--- config.mk ---
export PLATFORM = sky130hd
export DESIGN_NAME = udp_tx_framer
export DESIGN_NICKNAME = d
export VERILOG_FILES = /design/src/rtl/gmac_pkg.sv /design/src/rtl/ipv4_csum_acc.sv /design/src/rtl/udp_tx_framer.sv
export SDC_FILE = /design/constraint.sdc
export NUM_CORES = 1
export LEC_CHECK = 0
export CORE_ASPECT_RATIO = 0.8
export CORE_MARGIN = 2
export CORE_UTILIZATION = 40
export DETAILED_ROUTE_END_ITERATION = 6
export HOLD_SLACK_MARGIN = 0.12
export RECOVER_POWER = 25
export REMOVE_ABC_BUFFERS = 1
export SLEW_MARGIN = 20
export SYNTH_ARGS = -nofsm -noshare
export SYNTH_HDL_FRONTEND = slang
export SYNTH_HIERARCHICAL = 1
export SYNTH_SLANG_ARGS = --single-unit
export TNS_END_PERCENT = 1
--- constraint.sdc ---
create_clock -name clk -period 5 [get_ports clk]
set_input_delay 0.75 -clock clk [delete_from_list [all_inputs] [get_ports clk]]
set_output_delay 0.75 -clock clk [all_outputs]
set_load 0.05 [all_outputs]
--- src/rtl/gmac_pkg.sv ---
// gmac_pkg: shared constants and FSM encoding for the UDP/IPv4 transmit framer
package gmac_pkg;
    localparam logic [15:0] ETHERTYPE_IPV4 = 16'h0800;
    localparam logic [7:0]  IP_PROTO_UDP   = 8'h11;
    localparam int          HDR_LEN        = 42;
    localparam int          MIN_PAYLOAD    = 18;
    localparam int          MAX_PAYLOAD    = 1472;
    localparam int          CSUM_WORDS     = 10;
    typedef enum logic [2:0] {IDLE, CSUM, HDR, PAYLOAD, PAD} state_t;
endpackage

--- src/rtl/ipv4_csum_acc.sv ---
// ipv4_csum_acc: one's-complement header checksum accumulator with clear/add/fold
module ipv4_csum_acc (
    input  logic        clk,
    input  logic        rst_n,
    input  logic        clr,
    input  logic        add,
    input  logic        fold,
    input  logic [15:0] word,
    output logic [15:0] csum
);
    logic [16:0] acc;
    // each add folds the previous carry back in; fold is idempotent once settled
    always_ff @(posedge clk or negedge rst_n) begin
        if (!rst_n) acc <= '0;
        else if (clr) acc <= '0;
        else if (add) acc <= {1'b0, acc[15:0]} + {16'd0, acc[16]} + {1'b0, word};
        else if (fold) acc <= {1'b0, acc[15:0]} + {16'd0, acc[16]};
    end
    assign csum = ~acc[15:0];
endmodule

--- src/rtl/udp_tx_framer.sv ---
// udp_tx_framer: frames a payload stream as Ethernet/IPv4/UDP bytes for the MAC TX channel
module udp_tx_framer
    import gmac_pkg::*;
#(
    parameter logic [47:0] LOCAL_MAC  = 48'hC0A805050505,
    parameter logic [31:0] LOCAL_IP   = 32'hC0A80507,
    parameter logic [15:0] LOCAL_PORT = 16'h04D2,
    parameter logic [7:0]  IP_TTL     = 8'd64
) (
    input  logic        clk,
    input  logic        rst_n,
    input  logic        start,
    input  logic [15:0] len,
    input  logic [47:0] remote_mac,
    input  logic [31:0] remote_ip,
    input  logic [15:0] remote_port,
    output logic        busy,
    output logic        err_len,
    output logic        err_underrun,
    input  logic [7:0]  pl_data,
    input  logic        pl_val,
    output logic        pl_rdy,
    input  logic        tx_rdy,
    output logic        val_out,
    output logic        sof_out,
    output logic        eof_out,
    output logic [7:0]  data_out
);
    state_t state, state_nxt;
    logic [15:0] cnt, cnt_nxt;
    logic [15:0] len_q, rport_q, ident, totlen, udplen, csum, csum_word;
    logic [47:0] rmac_q;
    logic [31:0] rip_q;
    logic legal, accept, last_pl, short_pl, und_seen;
    logic [9:0][15:0] ip_words;
    logic [41:0][7:0] hdr;

    assign legal    = (len != 16'd0) && (len <= 16'(MAX_PAYLOAD));
    assign accept   = start && (state == IDLE) && legal;
    assign totlen   = len_q + 16'd28;
    assign udplen   = len_q + 16'd8;
    assign short_pl = len_q < 16'(MIN_PAYLOAD);
    assign last_pl  = cnt == len_q - 16'd1;
    assign busy     = state != IDLE;

    assign ip_words = {16'h4500, totlen, ident, 16'h4000, IP_TTL, IP_PROTO_UDP, 16'h0000,
                       LOCAL_IP[31:16], LOCAL_IP[15:0], rip_q[31:16], rip_q[15:0]};
    assign csum_word = ip_words[4'd9 - cnt[3:0]];

    // element 41 is the first byte on the wire
    assign hdr = {rmac_q, LOCAL_MAC, ETHERTYPE_IPV4, 8'h45, 8'h00, totlen, ident, 16'h4000,
                  IP_TTL, IP_PROTO_UDP, csum, LOCAL_IP, rip_q, LOCAL_PORT, rport_q, udplen, 16'h0000};

    ipv4_csum_acc u_csum (
        .clk  (clk),
        .rst_n(rst_n),
        .clr  (accept),
        .add  (state == CSUM),
        .fold (state == HDR),
        .word (csum_word),
        .csum (csum)
    );

    always_ff @(posedge clk or negedge rst_n) begin
        if (!rst_n) begin
            state <= IDLE;
            cnt   <= '0;
        end else begin
            state <= state_nxt;
            cnt   <= cnt_nxt;
        end
    end

    always_comb begin
        state_nxt = state;
        cnt_nxt   = cnt;
        val_out   = 1'b0;
        sof_out   = 1'b0;
        eof_out   = 1'b0;
        data_out  = 8'h00;
        pl_rdy    = 1'b0;
        unique case (state)
            IDLE: if (accept) begin
                state_nxt = CSUM;
                cnt_nxt   = '0;
            end
            CSUM: begin
                cnt_nxt = cnt + 16'd1;
                if (cnt == 16'(CSUM_WORDS - 1)) begin
                    state_nxt = HDR;
                    cnt_nxt   = '0;
                end
            end
            HDR: begin
                val_out  = 1'b1;
                sof_out  = cnt == 16'd0;
                data_out = hdr[6'd41 - cnt[5:0]];
                if (tx_rdy) begin
                    cnt_nxt = cnt + 16'd1;
                    if (cnt == 16'(HDR_LEN - 1)) begin
                        state_nxt = PAYLOAD;
                        cnt_nxt   = '0;
                    end
                end
            end
            PAYLOAD: begin
                val_out  = pl_val;
                data_out = pl_data;
                pl_rdy   = tx_rdy;
                eof_out  = pl_val && last_pl && !short_pl;
                // cnt carries on into PAD so padding always ends at byte MIN_PAYLOAD-1
                if (pl_val && tx_rdy) begin
                    cnt_nxt = cnt + 16'd1;
                    if (last_pl) state_nxt = short_pl ? PAD : IDLE;
                end
            end
            PAD: begin
                val_out = 1'b1;
                eof_out = cnt == 16'(MIN_PAYLOAD - 1);
                if (tx_rdy) begin
                    cnt_nxt = cnt + 16'd1;
                    if (eof_out) state_nxt = IDLE;
                end
            end
            default: state_nxt = IDLE;
        endcase
    end

    always_ff @(posedge clk or negedge rst_n) begin
        if (!rst_n) begin
            len_q        <= '0;
            rmac_q       <= '0;
            rip_q        <= '0;
            rport_q      <= '0;
            ident        <= '0;
            und_seen     <= 1'b0;
            err_len      <= 1'b0;
            err_underrun <= 1'b0;
        end else begin
            err_len      <= start && (state == IDLE) && !legal;
            err_underrun <= (state == PAYLOAD) && !pl_val && !und_seen;
            if (accept) begin
                len_q    <= len;
                rmac_q   <= remote_mac;
                rip_q    <= remote_ip;
                rport_q  <= remote_port;
                und_seen <= 1'b0;
            end else if ((state == PAYLOAD) && !pl_val) begin
                und_seen <= 1'b1;
            end
            if (eof_out && tx_rdy) ident <= ident + 16'd1;
        end
    end
endmodule

==> flow_metrics.env, run 1 <==
export IMPL_first_pass_iters=5
export IMPL_cts_sinks=167
export IMPL_grt_antenna_before_repair=0
export IMPL_cts_buffers=17
export IMPL_ir_worst_vdd_v=0.000307
export IMPL_die_h_um=157
export IMPL_port_buffer_count=139
export IMPL_p_int_mw=3.57
export IMPL_yosysMostFrequentCell="dfrtp_1"
export IMPL_synthAdderAreaFrac=0.0347
export IMPL_critPathRequiredTime_ns=4.25
export IMPL_yosysWarnings=6
export IMPL_synth_common_cells="167 x dfrtp_1, 108 x nand2_1, 106 x mux2_2, 90 x o21ai_0, 83 x nor2_1"
export IMPL_hp_class="flip-flop to flip-flop"
export IMPL_grt_pass1_wl_um=58000
export IMPL_layout_drive_gt1_share=0.170
export IMPL_yosysSeqAreaShare=0.356
export IMPL_fin_crit_ns=4.76
export IMPL_routed_wl_um=37500
export IMPL_crit_type="flip-flop to primary output"
export IMPL_vias_per_cell=5.84
export IMPL_synth_seq_cells=167
export IMPL_syn_area_per_cell_um2=9.32
export IMPL_synth_top_cell_area_share=0.356
export IMPL_whs_ns=0.429
export IMPL_synthMuxAreaShare=0.155
export IMPL_antenna_cells=0
export IMPL_synth_top_area_cell="dfrtp_1"
export IMPL_pre_cts_ws_ns=0.498
export IMPL_finalPower_mw=6.78
export IMPL_switching_power_mw=3.21
export IMPL_fin_skew_ns=0.0119
export IMPL_wire_per_inst_um=21.4
export IMPL_fin_nets=1522
export IMPL_tightest_slew_ns=3.48
export IMPL_endpoint_kind="primary output"
export IMPL_clk_latency_ns=0.45
export IMPL_synth_compound_area_share=0.167
export IMPL_gp_congestion=0.935
export IMPL_synth_edf_count=0
export IMPL_dpl_instance_area_um2=13600
export IMPL_pwr_share_comb=0.539
export IMPL_antenna_left=0
export IMPL_power_share_clock=0.198
export IMPL_async_flop_share=1.00
export IMPL_yosysUniqueCellTypes=90
export IMPL_syn_area_um2=11700
export IMPL_slew_headroom=-1.32
export IMPL_die_w_um=196
export IMPL_synth_top_family_by_area="simple AND/OR/NAND/NOR gates"
export IMPL_critPathArrivalTime_ns=4.01
export IMPL_dr_first_iter_drc_count=1004
export IMPL_leakagePower_nw=6.03
export IMPL_critPathMaxFanout=8
export IMPL_report_final_hold_viol_count=0
export IMPL_initial_core_util=0.404
export IMPL_cp_start_kind="flip-flop"
export IMPL_finalSetupViolations=0
export IMPL_clk_pin_slew_ns=0.07
export IMPL_synth_simple_area_share=0.168
export IMPL_n_fill_cell=2688
export IMPL_synth_area_leaders="dfrtp_1 36%, mux2_2 10%, xnor2_1 5.0%"
export IMPL_clk_path_buf_depth=2
export IMPL_post_route_drc_count=0
export IMPL_cts_setup_buffers=0
export IMPL_maxCapViolCount=1
export IMPL_seq_power_share=0.263
export IMPL_vias=10253
export IMPL_netlist_instances=1260
export IMPL_swShare=0.473
export IMPL_grt_pass1_vias=9656
export IMPL_num_io_pins=140
export IMPL_synth_xor_area_frac=0.0745
export IMPL_outcome="complete, but fails checks"
export IMPL_report_final_slew_viol_count=62
export IMPL_cts_max_level=4
export IMPL_die_area_um2=30700
export IMPL_cts_tree="yes"
export IMPL_grt_max_degree=110
export IMPL_core_area_um2=29100
export IMPL_fin_tns_setup_ns=0
export IMPL_area_delta_synth_final_pct=20.7
export IMPL_violations="max-capacitance violations, max-slew violations"
export IMPL_fin_ws_ns=0.238
export IMPL_fin_crit_sh=0.952
export IMPL_dp_hpwl_um=28100
export IMPL_synthFlopType="dfrtp_1"
export IMPL_row_count=56
export IMPL_fmax_mhz=210
export IMPL_rsz0062_at_grt="no"
export IMPL_fin_area_um2=14200
export IMPL_overflow=0
export IMPL_p_per_area_nw_per_um2=478
export IMPL_cts_root_buffer="clkbuf_16"
export IMPL_grt_usage=0.247
worst paths after layout:
kind | depth (start not counted) | start | slack (ns) | to
setup / recovery | 11 | len_q[2] | 0.24 | eof_out
hold / removal | 1 | und_seen | 0.43 | err_underrun
setup reg to reg | 15 | cnt[1] | 0.91 | u_csum/acc[16]
hold reg to reg | 1 | und_seen | 0.43 | err_underrun
max in group asynchronous | 1 | rst_n | 1.53 | rip_q[5]
min in group asynchronous | 1 | rst_n | 1.47 | u_csum/acc[4]
timing repair:
item	CTS	global route
endpoints found under the setup margin	1	0
hold buffers	0	0
gates resized for setup	1	0
per-stage QoR:
stage | cells | util
2_1_floorplan | 1176 | -
3_3_place_gp | 1723 | 0.467
3_5_place_dp | 1723 | 0.467
4_1_cts | 1755 | 0.488
5_1_grt | 1755 | 0.487
6_report | 1755 | 0.487
placed cells by master (no fill, tap or decap), types with 5 or more instances in the layout:
| cell type | count |
|---|---|
| dfrtp_1 | 165 |
| clkdlybuf4s50_1 | 129 |
| nand2_1 | 108 |
| mux2_2 | 106 |
| o21ai_0 | 90 |
| nor2_1 | 83 |
| a21oi_1 | 73 |
| xnor2_1 | 66 |
| nand3_1 | 48 |
| inv_1 | 43 |
| mux2i_1 | 34 |
| ha_1 | 31 |
| xor2_1 | 30 |
| buf_4 | 30 |
| nor3_1 | 27 |
| and3_1 | 19 |
| a211oi_1 | 17 |
| clkbuf_16 | 17 |
| nand4_1 | 16 |
| a31oi_1 | 15 |
| o22ai_1 | 15 |
| mux4_2 | 12 |
| o211ai_1 | 11 |
| nand3_2 | 10 |
| a21o_1 | 9 |
| nor4_1 | 9 |
| buf_12 | 9 |
| nor2b_1 | 8 |
| o221ai_1 | 8 |
| or3_1 | 7 |
| nand2b_1 | 5 |
| o32ai_1 | 5 |
| o21a_1 | 5 |
| o31ai_1 | 5 |
| a22o_1 | 5 |
flip-flops by register name, indices dropped and copies added (netlist names), 3 cells and up:
| signal | cells |
|---|---|
| rip_q | 32 |
| len_q | 16 |
| state | 3 |
| rmac_q | 48 |
| rport_q | 16 |
| u_csum/acc | 17 |
| ident | 16 |
| cnt | 16 |
cell type report:
class                           instances  area (um2)  area share
Clock buffer                           17         425      0.0300
Tap cell                              377         472      0.0333
Sequential cell                       167        4180       0.295
Timing Repair Buffer                  170        1710       0.121
Clock inverter                         15         173      0.0122
Multi-Input combinational cell        966        7050       0.497
Inverter                               43         161      0.0114
power groups by stage:
| stage | combinational [mW] | clock, mW | sequential, mW |
|---|---|---|---|
| finish | 3.66 | 1.34 | 1.78 |
| global route | 3.96 | 1.42 | 1.81 |
| CTS | 3.58 | 1.37 | 1.77 |
| detailed placement | 3.56 | 0 | 1.80 |
| global placement | 3.56 | 0 | 1.79 |
| floorplan | 2.30 | 0 | 1.81 |
metal layers:
metal	up-vias	routed length [um]	global-route usage
li1	4803	-	-
met4	0	891	0.0705
met1	4934	17900	0.365
met5	-	0	0
met3	53	3540	0.0696
met2	463	15200	0.348
critical path: stages (launching register included):
cell	delay, ns
dfrtp_1	0.49
inv_1	0.15
ha_1	0.31
nor4bb_1	0.56
xnor2_1	0.19
nand4_1	0.12
a211oi_1	0.30
nand3_1	0.14
nor3_1	0.43
inv_1	0.09
o32ai_1	0.21
dlygate4sd2_1	0.58
cells by family after synthesis:
family | Yosys count
AOI/OAI and AO/OA | 304
DFF | 167
muxes | 153
and+or+nand+nor | 378
adders and majority gates | 32
buffers and inverters | 127
xor gates and xnor gates | 99
Power figures use the tool's default switching activity.
==> run 2, diff against run 1 <==
--- a/config.mk
+++ b/config.mk
@@ -6,4 +6,5 @@
 export NUM_CORES = 1
 export LEC_CHECK = 0
+export ABC_AREA = 1
 export CORE_ASPECT_RATIO = 0.8
 export CORE_MARGIN = 2
==> constraint.sdc (replaced) <==
create_clock -name clk -period 5 [get_ports clk]
set_input_delay 0.75 -clock clk [delete_from_list [all_inputs] [get_ports clk]]
set_output_delay 0.75 -clock clk [all_outputs]
set_load 0.02 [all_outputs]
==> run 2 against run 1 <==
Compared with the run above:
- the flow still finishes with violations (max-capacitance violations, max-slew violations)
- cell count increased by 40%
- sequential power increased by 11%
- first-iteration DRC count increased by 45%
- synthesized cell count increased by 53%
- register-to-register slack got worse by 0.09 ns
- design area increased by 5.1%
- die area increased by 7.2%
- non-clock buffer count decreased by 7
- largest power group unchanged
==> flow_metrics.env, run 2 <==
export IMPL_reg_top3="rmac_q: 48 flops, rip_q: 32 flops, u_csum/acc: 17 flops"
export IMPL_clk_latency_ns=0.46
export IMPL_fin_skew_ns=0.0148
export IMPL_port_buffer_count=139
export IMPL_ir_worst_vdd_v=0.000271
export IMPL_grt_max_degree=120
export IMPL_p_per_area_nw_per_um2=560
export IMPL_r2r_slack_ns=0.82
export IMPL_crit_top_cell="nand2_1"
export IMPL_slew_headroom=-0.588
export IMPL_clk_pin_slew_ns=0.08
export IMPL_fin_crit_sh=0.907
export IMPL_leakagePower_nw=7.42
export IMPL_yosysUniqueCellTypes=61
export IMPL_critical_path_top_delay_family="simple AND/OR/NAND/NOR gates"
export IMPL_first_pass_iters=6
export IMPL_num_io_pins=140
export IMPL_pre_cts_ws_ns=1.00
export IMPL_fin_crit_ns=4.54
export IMPL_core_area_um2=31200
export IMPL_maxCapViolCount=1
export IMPL_cp_cell_sequence="inv_1 > ha_1 > or2_1 > nand2_2 > nand2_1 > nor2_1 > o21ai_0 > a221oi_2 > nand2_1 > nand2_1 > nand3_1 > nand2_1 > clkdlybuf4s50_1"
export IMPL_dp_cells=2423
export IMPL_vias_per_cell=5.41
export IMPL_dp_hpwl_um=36100
export IMPL_row_count=58
export IMPL_max_stage_delay_ns=0.60
export IMPL_multi_input_area_um2=7180
export IMPL_cp_startpoint="cnt[2]"
export IMPL_cts_root_buffer="clkbuf_16"
export IMPL_cts_buffers=17
export IMPL_finalPower_mw=8.34
export IMPL_grt_pass1_wl_um=72900
export IMPL_fmax_mhz=220
export IMPL_synth_area_leaders="dfrtp_1 33%, nand2_1 22%, nand3_1 5.9%"
export IMPL_synthFlopType="dfrtp_1"
export IMPL_wire_per_inst_um=19.2
export IMPL_reg2regPathDepth=20
export IMPL_reg2reg_from="cnt[2]"
export IMPL_crit_cells=13
export IMPL_critPathMaxFanout=20
export IMPL_crit_type="flip-flop to primary output"
export IMPL_largest_reg_flops=48
export IMPL_netlist_instances=1922
export IMPL_rsz0062_at_grt="no"
export IMPL_cts_setup_buffers=0
export IMPL_initial_core_util=0.404
export IMPL_tightest_slew_ns=2.38
export IMPL_synth_edf_count=0
export IMPL_antenna_cells=0
export IMPL_finish_utilization=0.477
export IMPL_seq_area_um2=4180
export IMPL_violations="max-capacitance violations, max-slew violations"
export IMPL_async_flop_share=1.00
export IMPL_grt_antenna_before_repair=0
export IMPL_critPathSlowestCell="clkdlybuf4s50_1"
export IMPL_largest_register="rmac_q"
export IMPL_critPathRequiredTime_ns=4.25
export IMPL_layout_cells_non_filler=2455
export IMPL_grt_pass1_vias=12587
export IMPL_cts_resized=0
export IMPL_clk_path_buf_depth=2
export IMPL_cts_sinks=167
export IMPL_yosysWarnings=6
export IMPL_synth_common_cells="745 x nand2_1, 198 x inv_1, 167 x dfrtp_1, 149 x nand3_1, 104 x nor2_1"
export IMPL_gp_congestion=0.970
export IMPL_path_buf_inv=2
export IMPL_whs_ns=0.444
export IMPL_antenna_left=0
export IMPL_yosysSeqAreaShare=0.332
export IMPL_critPathArrivalTime_ns=3.79
export IMPL_mostFrequentLayoutCells="745 x nand2_1, 197 x inv_1, 167 x dfrtp_1, 148 x nand3_1, 138 x clkdlybuf4s50_1"
export IMPL_report_final_hold_viol_count=0
export IMPL_synth_top_cell_area_share=0.332
export IMPL_endpoint_kind="primary output"
export IMPL_finalSetupViolations=0
export IMPL_overflow=0
export IMPL_whs_path_depth=1
export IMPL_dr_first_iter_drc_count=1454
export IMPL_vias=13290
export IMPL_n_fill_cell=3355
export IMPL_synth_top_area_cell="dfrtp_1"
export IMPL_cp_start_kind="flip-flop"
export IMPL_grt_usage=0.288
export IMPL_cts_max_level=4
export IMPL_final_common_cell="nand2_1"
export IMPL_syn_area_per_cell_um2=6.55
export IMPL_postCtsHoldBufs=0
export IMPL_fin_ws_ns=0.464
export IMPL_area_delta_synth_final_pct=18.2
export IMPL_die_area_um2=32900
export IMPL_report_final_slew_viol_count=91
export IMPL_yosysMostFrequentCell="nand2_1"
export IMPL_cts_tree="yes"
export IMPL_post_route_drc_count=0
export IMPL_critical_path_endpoint="data_out[6]"
export IMPL_routed_wl_um=47100
export IMPL_layout_drive_gt1_share=0.0663
export IMPL_outcome="complete, but fails checks"
export IMPL_r2r_end="u_csum/acc[15]"
export IMPL_fin_nets=2179
export IMPL_hp_class="flip-flop to flip-flop"
export IMPL_die_w_um=202
export IMPL_die_h_um=163
export IMPL_synth_seq_cells=167
export IMPL_syn_area_um2=12600
-- run 2: changes by cell type after synthesis, moves of 34 or more --
cell	change
nand2_1	+637
inv_1	+155
mux2_2	-106
nand3_1	+101
xnor2_1	-65
clkbuf_1	-36
mux2i_1	-34
-- run 2: layout make-up --
type	instances	area share
Inverter	214	0.0544
Tap cell	420	0.0353
Clock buffer	18	0.0288
Clock inverter	14	0.0118
Multi-Input combinational cell	1459	0.482
Sequential cell	167	0.281
Timing Repair Buffer	163	0.107
-- run 2: routing by layer --
metal | routed length (um) | GRT usage | share of wire
met5 | 0 | 0 | 0
met2 | 20000 | 0.427 | 0.42
met3 | 3420 | 0.0424 | 0.073
met4 | 1190 | 0.0879 | 0.025
met1 | 22500 | 0.432 | 0.48
-- run 2: worst min path at each step --
stage,slack [ns],to,from
floorplan,0.40,err_underrun,und_seen
global route,0.47,err_underrun,und_seen
global placement,0.42,err_underrun,und_seen
detailed placement,0.42,err_underrun,und_seen
CTS,0.39,cnt[14],rst_n
finish,0.44,err_underrun,und_seen
-- run 2: worst reg2reg max path, delay by kind of cell, from the launching register on --
family,cells,cell delay [ns]
AND/OR/NAND/NOR,12,1.60
flip-flops,1,0.48
AO/OA/AOI/OAI,2,0.71
adder cells (fa/ha/maj),2,0.60
buffers and inverters,4,0.69
-- run 2: cell families after synthesis --
family,Yosys count,synth area share
AO/OA/AOI/OAI,263,0.128
XOR/XNOR,38,0.0264
adder cells (fa/ha/maj),32,0.0324
buffers and inverters,296,0.0995
flip-flops,167,0.332
AND/OR/NAND/NOR,1126,0.382
-- run 2: through the flow --
step	TNS, ns	area (um2)
floorplan	-83.57	12200
global placement	0	14300
detailed placement	0	14300
CTS	0	14900
global route	0	14900
finish	0	14900
-- run 2: where the power goes --
group          internal [mW]  switching (mW)
clock network          0.678           0.691
logic                   1.57            3.42
registers               1.64           0.341
total                   3.89            4.46
==> run 3, diff against run 2 <==
ABC_AREA = 0   (was 1)
==> run 3 against run 2 <==
Compared with the run above:
- the run still ends with max-capacitance violations, max-slew violations left
- combinational power shrank 28%
- via count shrank 21%
- non-clock buffer count up 11
- cell count decreased by 28%
- hold slack got worse by 0.013 ns
- register-to-register slack improved by 0.04 ns
- clock-buffer cell count did not move
- clock power barely moved
- largest cell class unchanged
- largest power group unchanged
- highest routed layer unchanged
==> flow_metrics.env, run 3 (synthesis gave the netlist of run 1 again) <==
export IMPL_endpoint_kind="primary output"
export IMPL_maxCapViolCount=2
export IMPL_fin_crit_ns=4.67
export IMPL_antenna_cells=0
export IMPL_vias=10473
export IMPL_hp_class="flip-flop to flip-flop"
export IMPL_num_io_pins=140
export IMPL_layout_drive_gt1_share=0.168
export IMPL_mostFrequentLayoutCells="165 x dfrtp_1, 138 x clkdlybuf4s50_1, 108 x nand2_1, 106 x mux2_2, 90 x o21ai_0"
export IMPL_first_pass_iters=5
export IMPL_final_common_cell="dfrtp_1"
export IMPL_rsz0062_at_grt="no"
export IMPL_cts_root_buffer="clkbuf_16"
export IMPL_wire_per_inst_um=21.5
export IMPL_grt_usage=0.252
export IMPL_crit_type="flip-flop to primary output"
export IMPL_clk_path_buf_depth=2
export IMPL_max_stage_delay_ns=0.67
export IMPL_area_delta_synth_final_pct=20.8
export IMPL_r2r_slack_ns=0.86
export IMPL_report_final_slew_viol_count=109
export IMPL_largest_register="rmac_q"
export IMPL_overflow=0
export IMPL_dp_cells=1726
export IMPL_finalSetupViolations=0
export IMPL_cp_startpoint="len_q[2]"
export IMPL_die_w_um=196
export IMPL_largest_reg_flops=48
export IMPL_cts_max_level=4
export IMPL_die_area_um2=30700
export IMPL_die_h_um=157
export IMPL_cts_sinks=167
export IMPL_grt_pass1_vias=9998
export IMPL_critPathRequiredTime_ns=4.25
export IMPL_reg2reg_from="len_q[4]"
export IMPL_slew_headroom=-0.305
export IMPL_cts_tree="yes"
export IMPL_critPathMaxFanout=8
export IMPL_report_final_hold_viol_count=0
export IMPL_grt_antenna_before_repair=1
export IMPL_outcome="complete, but fails checks"
export IMPL_dp_hpwl_um=28500
export IMPL_clk_pin_slew_ns=0.07
export IMPL_core_area_um2=29100
export IMPL_row_count=56
export IMPL_p_per_area_nw_per_um2=477
export IMPL_critPathSlowestCell="clkdlybuf4s50_1"
export IMPL_critical_path_endpoint="eof_out"
export IMPL_critPathArrivalTime_ns=3.92
export IMPL_crit_top_cell="inv_1"
export IMPL_fin_crit_sh=0.934
export IMPL_vias_per_cell=5.95
export IMPL_clk_latency_ns=0.45
export IMPL_violations="max-capacitance violations, max-slew violations"
export IMPL_whs_ns=0.431
export IMPL_ir_worst_vdd_v=0.000322
export IMPL_fin_nets=1526
export IMPL_dr_first_iter_drc_count=898
export IMPL_gp_congestion=0.960
export IMPL_initial_core_util=0.404
export IMPL_antenna_left=0
export IMPL_cp_start_kind="flip-flop"
export IMPL_grt_pass1_wl_um=59400
export IMPL_fin_skew_ns=0.0132
export IMPL_reg_top3="rmac_q: 48 flops, rip_q: 32 flops, u_csum/acc: 17 flops"
export IMPL_post_route_drc_count=0
export IMPL_leakagePower_nw=6.02
export IMPL_cts_buffers=17
export IMPL_layout_cells_non_filler=1759
export IMPL_fmax_mhz=214
export IMPL_tightest_slew_ns=1.96
export IMPL_reg2regPathDepth=15
export IMPL_cp_cell_sequence="inv_1 > ha_1 > nor4bb_4 > xnor2_1 > nand4_1 > a211oi_1 > nand3_1 > nor3_1 > inv_1 > o32ai_1 > clkdlybuf4s50_1"
export IMPL_grt_max_degree=109
export IMPL_routed_wl_um=37900
export IMPL_r2r_end="u_csum/acc[16]"
export IMPL_port_buffer_count=139
==> run 3: changes by cell type in the layout (fill, tap and decap cells not counted), sizes merged, moves of 20 or more <==
cell and change:
nor2 -49, mux2i +34, inv -169, xnor2 +66
nand3 -93, and3 +20, nand2 -650, mux2 +107
==> run 3: layout make-up <==
cell class	instances	area, um2
fillers	2709	14900
multi-input cells	966	7070
flip-flops and latches	167	4180
repair buffers	174	1670
well taps	377	472
clock buffers	18	439
clock inverters	14	180
inverters	43	161
==> run 3: stage by stage <==
step / setup WS (ns) / area [um2] / TNS [ns] / power (mW) / utilization
floorplan: -9.52 / 11400 / -1375.01 / 4.05 / -
global placement: 0.759 / 13500 / 0 / 5.29 / 0.466
detailed placement: 0.704 / 13500 / 0 / 5.31 / 0.466
CTS: 0.200 / 14200 / 0 / 6.71 / 0.487
global route: 0.0386 / 14200 / 0 / 7.17 / 0.487
finish: 0.332 / 14200 / 0 / 6.76 / 0.487
==> run 3: worst min-delay path by stage <==
| stage | cells after the start | endpoint | slack [ns] | from |
|---|---|---|---|---|
| finish | 1 | err_underrun | 0.43 | und_seen |
| global route | 1 | err_underrun | 0.44 | und_seen |
| CTS | 1 | err_underrun | 0.43 | und_seen |
| detailed placement | 1 | err_underrun | 0.42 | und_seen |
| global placement | 1 | err_underrun | 0.42 | und_seen |
| floorplan | 1 | err_underrun | 0.41 | und_seen |
==> run 3: what timing repair did <==
| item | 4_1_cts | 5_1_grt |
|---|---|---|
| endpoints found under the setup margin | 0 | 1 |
| hold endpoints to repair | 0 | 0 |
| buffers inserted | 0 | 0 |
| hold buffers | 0 | 0 |
| resized for setup | 0 | 3 |
==> run 3: routing by layer <==
metal / part of all wire / up-vias / track usage
met5: 0 / - / 0
met4: 0.016 / 0 / 0.0611
met3: 0.081 / 46 / 0.0546
met2: 0.42 / 437 / 0.376
met1: 0.48 / 5176 / 0.372
li1: - / 4814 / -
==> run 3: critical path, delay by kind of cell (launching register included) <==
| family | cells | cell delay [ns] |
|---|---|---|
| xor gates and xnor gates | 1 | 0.16 |
| adders and majority gates | 1 | 0.32 |
| and+or+nand+nor | 4 | 1.01 |
| AOI/OAI and AO/OA | 2 | 0.56 |
| buffers and inverters | 3 | 0.90 |
| DFF | 1 | 0.51 |
==> run 3: report_power, final <==
part           switching (mW)  leakage (nW)  total, mW  internal [mW]
clock                   0.677         0.302       1.37          0.697
sequential              0.282          2.21       1.79           1.51
combinational            2.22          3.51       3.59           1.37
total                    3.17          6.02       6.76           3.58
